===== config.mk =====
export PLATFORM = sky130hd
export DESIGN_NAME = serial_to_word_inv_flat
export DESIGN_NICKNAME = d
export VERILOG_FILES = /design/src/rtl/serial_to_word_inv_if.sv /design/src/rtl/serial_to_word_inv.sv /design/src/flat_wrapper.sv
export SDC_FILE = /design/constraint.sdc
export NUM_CORES = 1
export LEC_CHECK = 0
export CAP_MARGIN = 20
export CORE_MARGIN = 2
export CORE_UTILIZATION = 45
export CTS_CLUSTER_DIAMETER = 60
export DETAILED_ROUTE_END_ITERATION = 16
export GPL_ROUTABILITY_DRIVEN = 0
export PLACE_DENSITY_LB_ADDON = 0.25
export SYNTH_ARGS = -nofsm -noshare
export SYNTH_HDL_FRONTEND = slang
export SYNTH_SLANG_ARGS = --single-unit
export TNS_END_PERCENT = 1

===== constraint.sdc =====
create_clock -name i_clk -period 2.6 [get_ports i_clk]
set_input_delay 0.39 -clock i_clk [delete_from_list [all_inputs] [get_ports i_clk]]
set_output_delay 0.39 -clock i_clk [all_outputs]
set_load 0.01 [all_outputs]

===== src/rtl/serial_to_word_inv_if.sv =====
// Handshake bundle between a bit-serial producer and serial_to_word_inv.
// The master modport is the producer/consumer side; slave is the assembler itself.
interface serial_to_word_inv_if #(
  parameter int unsigned WIDTH = 16,
  parameter int unsigned PTR_W = $clog2(WIDTH)
) ();
  logic             bit_in;
  logic             bit_valid;
  logic             bit_ready;
  logic             flush;
  logic [WIDTH-1:0] word_out;
  logic             word_valid;
  logic             word_ready;
  logic [PTR_W-1:0] fill_cnt;

  modport master (
    output bit_in, bit_valid, flush, word_ready,
    input  bit_ready, word_out, word_valid, fill_cnt
  );

  modport slave (
    input  bit_in, bit_valid, flush, word_ready,
    output bit_ready, word_out, word_valid, fill_cnt
  );
endinterface


===== src/rtl/serial_to_word_inv.sv =====
// Bit-serial word assembler with inverted write select: bit n of the stream lands at
// word[WIDTH-1-n], so the first bit becomes the MSB. Completed words leave via valid/ready.
module serial_to_word_inv #(
  parameter int unsigned WIDTH = 16,
  parameter int unsigned PTR_W = $clog2(WIDTH)
) (
  input  logic                 i_clk,
  input  logic                 i_rst,
  serial_to_word_inv_if.slave  io_bus
);

  typedef enum logic [1:0] {StIdle, StFill, StFull} state_e;

  state_e           r_state, w_state_nxt;
  logic [PTR_W-1:0] r_ptr, w_ptr_nxt;
  logic [WIDTH-1:0] r_word, w_word_nxt;
  logic             w_bit_ready;
  logic             w_accept;
  logic             w_last;
  logic [PTR_W-1:0] w_idx;

  assign w_bit_ready = !io_bus.flush && ((r_state != StFull) || io_bus.word_ready);
  assign w_accept    = io_bus.bit_valid && w_bit_ready;
  assign w_last      = (r_ptr == PTR_W'(WIDTH - 1));
  // WIDTH is a power of two, so ~ptr == WIDTH-1-ptr.
  assign w_idx       = ~r_ptr;

  always_ff @(posedge i_clk or posedge i_rst) begin
    if (i_rst) begin
      r_state <= StIdle;
      r_ptr   <= '0;
      r_word  <= '0;
    end else begin
      r_state <= w_state_nxt;
      r_ptr   <= w_ptr_nxt;
      r_word  <= w_word_nxt;
    end
  end

  always_comb begin
    w_state_nxt = r_state;
    w_ptr_nxt   = r_ptr;
    w_word_nxt  = r_word;
    unique case (r_state)
      StIdle: begin
        if (w_accept) begin
          w_state_nxt = StFill;
          w_ptr_nxt   = PTR_W'(1);
          w_word_nxt  = {io_bus.bit_in, {(WIDTH-1){1'b0}}};
        end
      end
      StFill: begin
        if (io_bus.flush) begin
          w_state_nxt = StIdle;
          w_ptr_nxt   = '0;
        end else if (w_accept) begin
          w_word_nxt[w_idx] = io_bus.bit_in;
          // Pointer wraps to 0 on the last bit, which is also the FULL fill count.
          w_ptr_nxt         = r_ptr + 1'b1;
          if (w_last) w_state_nxt = StFull;
        end
      end
      StFull: begin
        if (io_bus.word_ready) begin
          if (w_accept) begin
            w_state_nxt = StFill;
            w_ptr_nxt   = PTR_W'(1);
            w_word_nxt  = {io_bus.bit_in, {(WIDTH-1){1'b0}}};
          end else begin
            w_state_nxt = StIdle;
          end
        end
      end
      default: w_state_nxt = StIdle;
    endcase
  end

  always_comb begin
    io_bus.bit_ready  = w_bit_ready;
    io_bus.word_out   = r_word;
    io_bus.word_valid = (r_state == StFull);
    io_bus.fill_cnt   = r_ptr;
  end

endmodule


===== src/flat_wrapper.sv =====
// flat-port wrapper written by rule: the top's interface ports become plain ports
module serial_to_word_inv_flat 
#(
  parameter int unsigned WIDTH = 16,
  parameter int unsigned PTR_W = $clog2(WIDTH)
)
  (i_clk, i_rst, io_bus_bit_in, io_bus_bit_valid, io_bus_flush, io_bus_word_ready, io_bus_bit_ready, io_bus_word_out, io_bus_word_valid, io_bus_fill_cnt);
  serial_to_word_inv_if #(.WIDTH(WIDTH), .PTR_W(PTR_W)) io_bus_i ();
  input  logic i_clk;
  input  logic i_rst;
  input wire logic [$bits(io_bus_i.bit_in)-1:0] io_bus_bit_in;
  input wire logic [$bits(io_bus_i.bit_valid)-1:0] io_bus_bit_valid;
  input wire logic [$bits(io_bus_i.flush)-1:0] io_bus_flush;
  input wire logic [$bits(io_bus_i.word_ready)-1:0] io_bus_word_ready;
  output wire logic [$bits(io_bus_i.bit_ready)-1:0] io_bus_bit_ready;
  output wire logic [$bits(io_bus_i.word_out)-1:0] io_bus_word_out;
  output wire logic [$bits(io_bus_i.word_valid)-1:0] io_bus_word_valid;
  output wire logic [$bits(io_bus_i.fill_cnt)-1:0] io_bus_fill_cnt;
  assign io_bus_i.bit_in = io_bus_bit_in;
  assign io_bus_i.bit_valid = io_bus_bit_valid;
  assign io_bus_i.flush = io_bus_flush;
  assign io_bus_i.word_ready = io_bus_word_ready;
  assign io_bus_bit_ready = io_bus_i.bit_ready;
  assign io_bus_word_out = io_bus_i.word_out;
  assign io_bus_word_valid = io_bus_i.word_valid;
  assign io_bus_fill_cnt = io_bus_i.fill_cnt;
  serial_to_word_inv #(.WIDTH(WIDTH), .PTR_W(PTR_W)) u_core (.i_clk(i_clk), .i_rst(i_rst), .io_bus(io_bus_i));
endmodule

# Yosys cells after proc, flatten, opt, wreduce, memory -nomap -nowiden
# Index checks and enable logic that the tools add are counted.
# classes
n_eq_ne	10
n_bitwise	1
order_cmp	2
reduce_logical	10
mux	20
n_addsub	1
# op_table
op	n
$mux W16	4
$pmux W16 S3	1
$bwmux W16	1
$mux W4	4
$pmux W4 S3	1
$mux W2	5
$reduce_and A4 Y1	2
$ne A2 B2 Y1 const B	3
$ne A3 B2 Y1 const B	2
$pmux W2 S3	1
$lt A4 B5 Y1 const B	1
$add A4 B1 Y4 const B	1
$demux W1 S4	1
$eq A4 B4 Y1 const B	1
$ge A4 B1 Y1 const B	1
$ne A2 B1 Y1 const B	2
$not A4 Y4	1
$logic_and A1 B1 Y1	3
$reduce_and A3 Y1	1
$reduce_bool A3 Y1	1
$eq A2 B1 Y1 const B	1
$eq A2 B2 Y1 const B	1
$logic_not A2 Y1	1
$mux W1	2
2 further kinds	2
# totals
input_bits	6
reg_bits	22
word_cells	47
out_inout_bits	22

# Depth between registers and ports, before layout
# depth
word_depth	9
mapped_depth	6
ltp_nobuf	5

# Worst setup path before layout
# No wires, ideal clock.
# synth_path
path_kind	flip-flop to flip-flop
start	reg u_core.r_ptr[0] (netlist: u_core.io_bus.fill_cnt[0])
end	reg u_core.r_word[15] (netlist: u_core.io_bus.word_out[15])
n_path_buf	0
arrival_time_ns	1.698
setup_ns	0.125
stages_incl_launch_ff	6
period_less_slack_ns	1.823
path_slack_ns	0.777
required_ns	2.475
cell_sequence	dfrtp_1 inv_1 ha_1 or3b_1 a221oi_2 mux2_2
# synth_via
elab_chain_cells	9
word_cells_on_any_way	10
cone_classes	order compare (2); mux (6); bitwise (1); reduce/logical (1)
# synth_rtl
item	line	text
start, declared	serial_to_word_inv.sv:15	logic [PTR_W-1:0] r_ptr, w_ptr_nxt;
start signal, assigned	serial_to_word_inv.sv:35	r_ptr <= w_ptr_nxt;
$not A4 Y4 (*)	serial_to_word_inv.sv:26	assign w_idx = ~r_ptr;
$lt A4 B5 Y1 (not written as such) or $ge A4 B1 Y1 (tied branches)	serial_to_word_inv.sv:57	w_word_nxt[w_idx] = io_bus.bit_in;
$logic_and A1 B1 Y1 (not written as such)	serial_to_word_inv.sv:57	
$mux W1 (not written as such)	serial_to_word_inv.sv:57	
$demux W1 S4 (*)	-	
$bwmux W16 (*)	serial_to_word_inv.sv:57	
$mux W16 (*)	serial_to_word_inv.sv:56	end else if (w_accept) begin
$mux W16 (*)	serial_to_word_inv.sv:53	if (io_bus.flush) begin
$pmux W16 S3 (*)	serial_to_word_inv.sv:44	unique case (r_state)
end signal, assigned	serial_to_word_inv.sv:36	r_word <= w_word_nxt;
end, declared	serial_to_word_inv.sv:16	logic [WIDTH-1:0] r_word, w_word_nxt;
# Every way passes the cells marked *; elsewhere a longest branch is shown, timed or not. The select of a mux whose other input is x is not followed.
# A chain may end at the register's enable or synchronous reset.

# Final worst setup path
# layout_path
start	reg u_core.r_state[1]
end	out io_bus_bit_ready
# layout_via
elab_chain_cells	3
# layout_rtl
item	line	text
start, declared	serial_to_word_inv.sv:14	state_e r_state, w_state_nxt;
start signal, assigned	serial_to_word_inv.sv:30	r_state <= StIdle;
start signal, assigned	serial_to_word_inv.sv:34	r_state <= w_state_nxt;
$ne A2 B2 Y1	serial_to_word_inv.sv:22	assign w_bit_ready = !io_bus.flush && ((r_state != StFull) || io_bus.word_ready);
$logic_or A1 B1 Y1	serial_to_word_inv.sv:22	
$logic_and A1 B1 Y1	serial_to_word_inv.sv:22	
end, declared	flat_wrapper.sv:15	output wire logic [$bits(io_bus_i.bit_ready)-1:0] io_bus_bit_ready;
# No other way between the ends.

==> summary by stage <==
Run status
The run finished with clean final reports.

CTS
The clock transition at the registers of the reported paths is 130 ps. The maximum buffer depth of the clock tree is 2. TritonCTS created 3 clock buffers. The depth of the CTS H-tree is 1. The tree is rooted in a sky130_fd_sc_hd__clkbuf_4. The clock sink count is 22. Clock latency on the worst-skew pair, taken at its later pin, is 310 ps. TritonCTS built the clock tree.

GRT
For this run, the total global-route usage over all layers was measured as 19.67%. The number of global-route vias before repair is 1,176. The number of antenna violations at the first check in global routing was 0. The wire length of the first global-routing pass is 5313 um.

The largest net degree at the start of global routing is 24. Summed over all layers, the global routing overflow is 0.

Yosys
The number of nets in the synthesized netlist is 160. The xor and xnor fraction of the mapped netlist area is 0%. The number of enable flip-flop cells after synthesis is 0. In the synthesized netlist the async set-or-reset flop fraction comes to 100.0%. The commonest cells after synthesis are 23 x sky130_fd_sc_hd__inv_1, 22 x sky130_fd_sc_hd__dfrtp_1, 15 x sky130_fd_sc_hd__a221oi_1, 15 x sky130_fd_sc_hd__o22ai_1, 10 x sky130_fd_sc_hd__nand3b_1. The synthesized design contains 22 register bits. Summing every instance area after synthesis gives 1378 um2. The post-synthesis cell type with the largest combined area is sky130_fd_sc_hd__dfrtp_1. After synthesis, the cell types taking the most area are sky130_fd_sc_hd__dfrtp_1 40%, sky130_fd_sc_hd__a221oi_1 9.5%, sky130_fd_sc_hd__o22ai_1 6.8%, sky130_fd_sc_hd__inv_1 6.3%, sky130_fd_sc_hd__nand3b_1 5.4%. In the synthesized netlist, mux cells make up 2.271% of the area. After technology mapping, the gate count stands at 150. Among all flip-flop cells after synthesis, the most frequent one is sky130_fd_sc_hd__dfrtp_1.

The top cell type by area accounts for 39.96% of the synthesized area. The dominant combinational cell family by area after synthesis is compound AO/OA/AOI/OAI gates. Of the total synthesized cell area, the portion taken by AND, OR, NAND and NOR gates is 18.53%. The synthesized area per cell is 9.184 um2. The synthesized netlist devotes 3.633% of its cell area to adder and majority cells.

The synthesized netlist devotes 23.71% of its cell area to compound gates. The most common cell in the netlist is sky130_fd_sc_hd__inv_1. The count of different cell masters after synthesis is 33.

The post-synthesis sequential area ratio is 39.96%. The warning count from the yosys run is 0.

Drt
The count of nets left with antenna violations once routing finished came out at 0. Dividing the detail-routed wire length by the instance count gives 15.09 um. The via-per-instance ratio is 6.020. In the routed design, unresolved DRC markers number 0. For this run, the detailed router's first-pass iteration total came to 4. The number of design-rule violations left by the first detailed-router iteration is 39.

The final wirelength is 3034 um. The vias after detailed routing is 1,210.

Die
The I/O pin count is 28. The number of rows created at floorplan is 20. Once the floorplan was initialized, standard cells occupied 46.26% of the core. The floorplan step set the die width to 59.33 um. The height of the chip is 59.33 um. The area of the core region is 2978 um2. The floorplan step defined a die boundary enclosing 3520 um2.

Worst setup path
The critical path data required time is 2210 ps. The worst register-to-register path begins at u_core.io_bus.fill_cnt[0]$_DFFE_PP0P_. The slack of the worst reg-to-reg path is 650 ps. STA classifies the critical path endpoint as an output pin. The kind of start point of the critical path is a flip-flop.

Traced cell by cell, the critical path runs through inv_1 > nor3_1 > nor2_1 > clkdlybuf4s50_1. The data arrival time at the worst-slack endpoint is 1900 ps. Among cell families on the critical path, the largest total delay comes from buffers and inverters. The critical path crosses 4 cells after its start point. Of all nets on the critical path, the largest fanout is 23. For the worst flop-to-flop path, the logic depth is 5. The number of buffers and inverters on the critical path is 2. The slowest cell on the critical path is sky130_fd_sc_hd__dfrtp_2. The critical path class is flip-flop to output pin. The endpoint identified for the worst register-to-register timing path is u_core.io_bus.word_out[15]$_DFFE_PP0P_. The maximum single-stage delay on the critical path is 620 ps.

Timing
The share of the cycle needed by the critical path after routing is 88.07%. The final setup violation count is 0. The shortest period the worst path allows is 2290 ps. The number of pins with negative max-slew slack in the final report is 0. The hold slack is 525.1 ps.

Setup repair after global routing left no endpoint under its margin. The worst max-slew margin expressed relative to the limit is 44.99%. The highest attainable clock frequency is 436.7 MHz. The measured slew at the worst slew-check pin is 824.3 ps. For the final routed database, the setup TNS stands at 0 ps.

The clock tree skew after final layout is 4.299 ps. The count of endpoints failing hold in the final timing report is 0.

Flow run
The tool flagged a number of max-cap violations equal to 0.

Cells and area
At the end of the flow, the number of nets in the layout was 179. Summing all multi-input logic gate instances after layout gives 663.1 um2. Cells with a size suffix above 1 make up 5.952% of the layout.

The sequential cells in the finished layout cover a total of 551.8 um2. The number of antenna diodes in the final layout is 0. Counting the fill cells in the layout gives 266. Compared with the post-synthesis result, the final layout area differs by 20.25%. The number of standard cells in the final layout excluding fillers is 201.

Placement
The half-perimeter wire length after detailed placement is 2171 um. Buffers placed on the I/O ports in this run total 27. Counting tap cells, the placed design contains a total of 197 instances.

Pwr
The leakage power summed over all cells is 0.6416 nW. In this run the power density over the cells is 438.8 nW/um2. The maximum vdd drop is 0.2340 mV. The power consumption is 0.7270 mW.

Hold path
The tightest min-delay check is of the input pin to async pin type.
registers in the layout (all words and copies together), names as in the netlist:
name / count
u_core.io_bus.fill_cnt: 4
u_core.io_bus.word_out: 16
u_core.r_state: 2
logic make-up (layout without fill, tap and decap cells):
| kind of cell | Yosys count | in the layout |
|---|---|---|
| multiplexers | 3 | 3 |
| buffers and inverters | 37 | 55 |
| flip-flops | 22 | 22 |
| AO/OA/AOI/OAI | 42 | 42 |
| adder cells (fa/ha/maj) | 4 | 4 |
| AND/OR/NAND/NOR | 42 | 42 |
cell usage in the layout (no fill, tap or decap):
cell,netlist,layout
sky130_fd_sc_hd__clkdlybuf4s50_1,0,27
sky130_fd_sc_hd__inv_1,23,23
sky130_fd_sc_hd__dfrtp_1,22,21
sky130_fd_sc_hd__a221oi_1,15,15
sky130_fd_sc_hd__o22ai_1,15,15
sky130_fd_sc_hd__nand3b_1,10,10
sky130_fd_sc_hd__nand2_1,7,7
sky130_fd_sc_hd__nand4_1,6,6
sky130_fd_sc_hd__nand3_1,4,4
sky130_fd_sc_hd__ha_1,4,4
sky130_fd_sc_hd__or3b_1,3,3
sky130_fd_sc_hd__nor2_1,3,3
sky130_fd_sc_hd__clkbuf_4,0,3
sky130_fd_sc_hd__nand2b_1,2,2
sky130_fd_sc_hd__mux2i_1,2,2
sky130_fd_sc_hd__o211ai_1,2,2
sky130_fd_sc_hd__o21ai_0,2,2
sky130_fd_sc_hd__a21o_1,2,2
sky130_fd_sc_hd__nor3_1,2,2
sky130_fd_sc_hd__and2b_1,1,1
sky130_fd_sc_hd__nor2b_1,1,1
sky130_fd_sc_hd__or3b_2,1,1
sky130_fd_sc_hd__a221oi_2,1,1
sky130_fd_sc_hd__mux2_2,1,1
sky130_fd_sc_hd__o32ai_2,1,1
sky130_fd_sc_hd__nor3b_1,1,1
sky130_fd_sc_hd__a211oi_1,1,1
sky130_fd_sc_hd__a21oi_1,1,1
sky130_fd_sc_hd__o221ai_1,1,1
sky130_fd_sc_hd__o32ai_1,1,1
sky130_fd_sc_hd__and3_1,1,1
sky130_fd_sc_hd__clkbuf_8,0,1
sky130_fd_sc_hd__buf_4,2,1
sky130_fd_sc_hd__dfrtp_2,0,1
where the power goes:
group | total, mW | switching (mW) | internal (mW)
logic | 0.160 | 0.0845 | 0.0757
clock network | 0.190 | 0.105 | 0.0854
registers | 0.376 | 0.0202 | 0.356
layout make-up:
| class | instances | share of cell area (%) |
|---|---|---|
| clock buffer | 4 | 2.190 |
| inverter | 23 | 5.211 |
| multi-input combinational | 91 | 40.03 |
| sequential | 22 | 33.31 |
| tap | 33 | 2.492 |
| timing repair buffer | 28 | 16.77 |
timing repair:
action / CTS / global route
resized for setup: 0 / 1
hold buffers: 0 / 0
setup endpoints to repair: 0 / 1
setup buffers: 0 / 0
stage by stage:
step	worst slack, ps	cell area, um2	util (%)
floorplan	777.1	1378	-
global placement	487.3	1619	54.37
detailed placement	422.1	1619	54.37
CTS	55.30	1655	55.59
global route	131.6	1657	55.63
finish	310.1	1657	55.63
worst max path at each step:
| stage | start | end |
|---|---|---|
| 3_3_place_gp | io_bus_word_ready | u_core.io_bus.word_out[15]$_DFFE_PP0P_ |
| 6_report | u_core.r_state[1]$_DFFE_PP0P_ | io_bus_bit_ready |
| 3_5_place_dp | io_bus_word_ready | u_core.io_bus.word_out[15]$_DFFE_PP0P_ |
| 2_1_floorplan | u_core.io_bus.fill_cnt[0]$_DFFE_PP0P_ | u_core.io_bus.word_out[15]$_DFFE_PP0P_ |
| 4_1_cts | u_core.r_state[1]$_DFFE_PP0P_ | io_bus_bit_ready |
| 5_1_grt | u_core.r_state[1]$_DFFE_PP0P_ | io_bus_bit_ready |
per-layer routing:
metal	global-route usage, %	share of wire (%)	vias up
li1	-	-	588
met1	27.03	45	584
met2	30.93	50	34
met3	2.183	4.6	4
met4	9.091	0.63	0
met5	0	0	-
No activity file was read; power rests on OpenSTA's default activity.
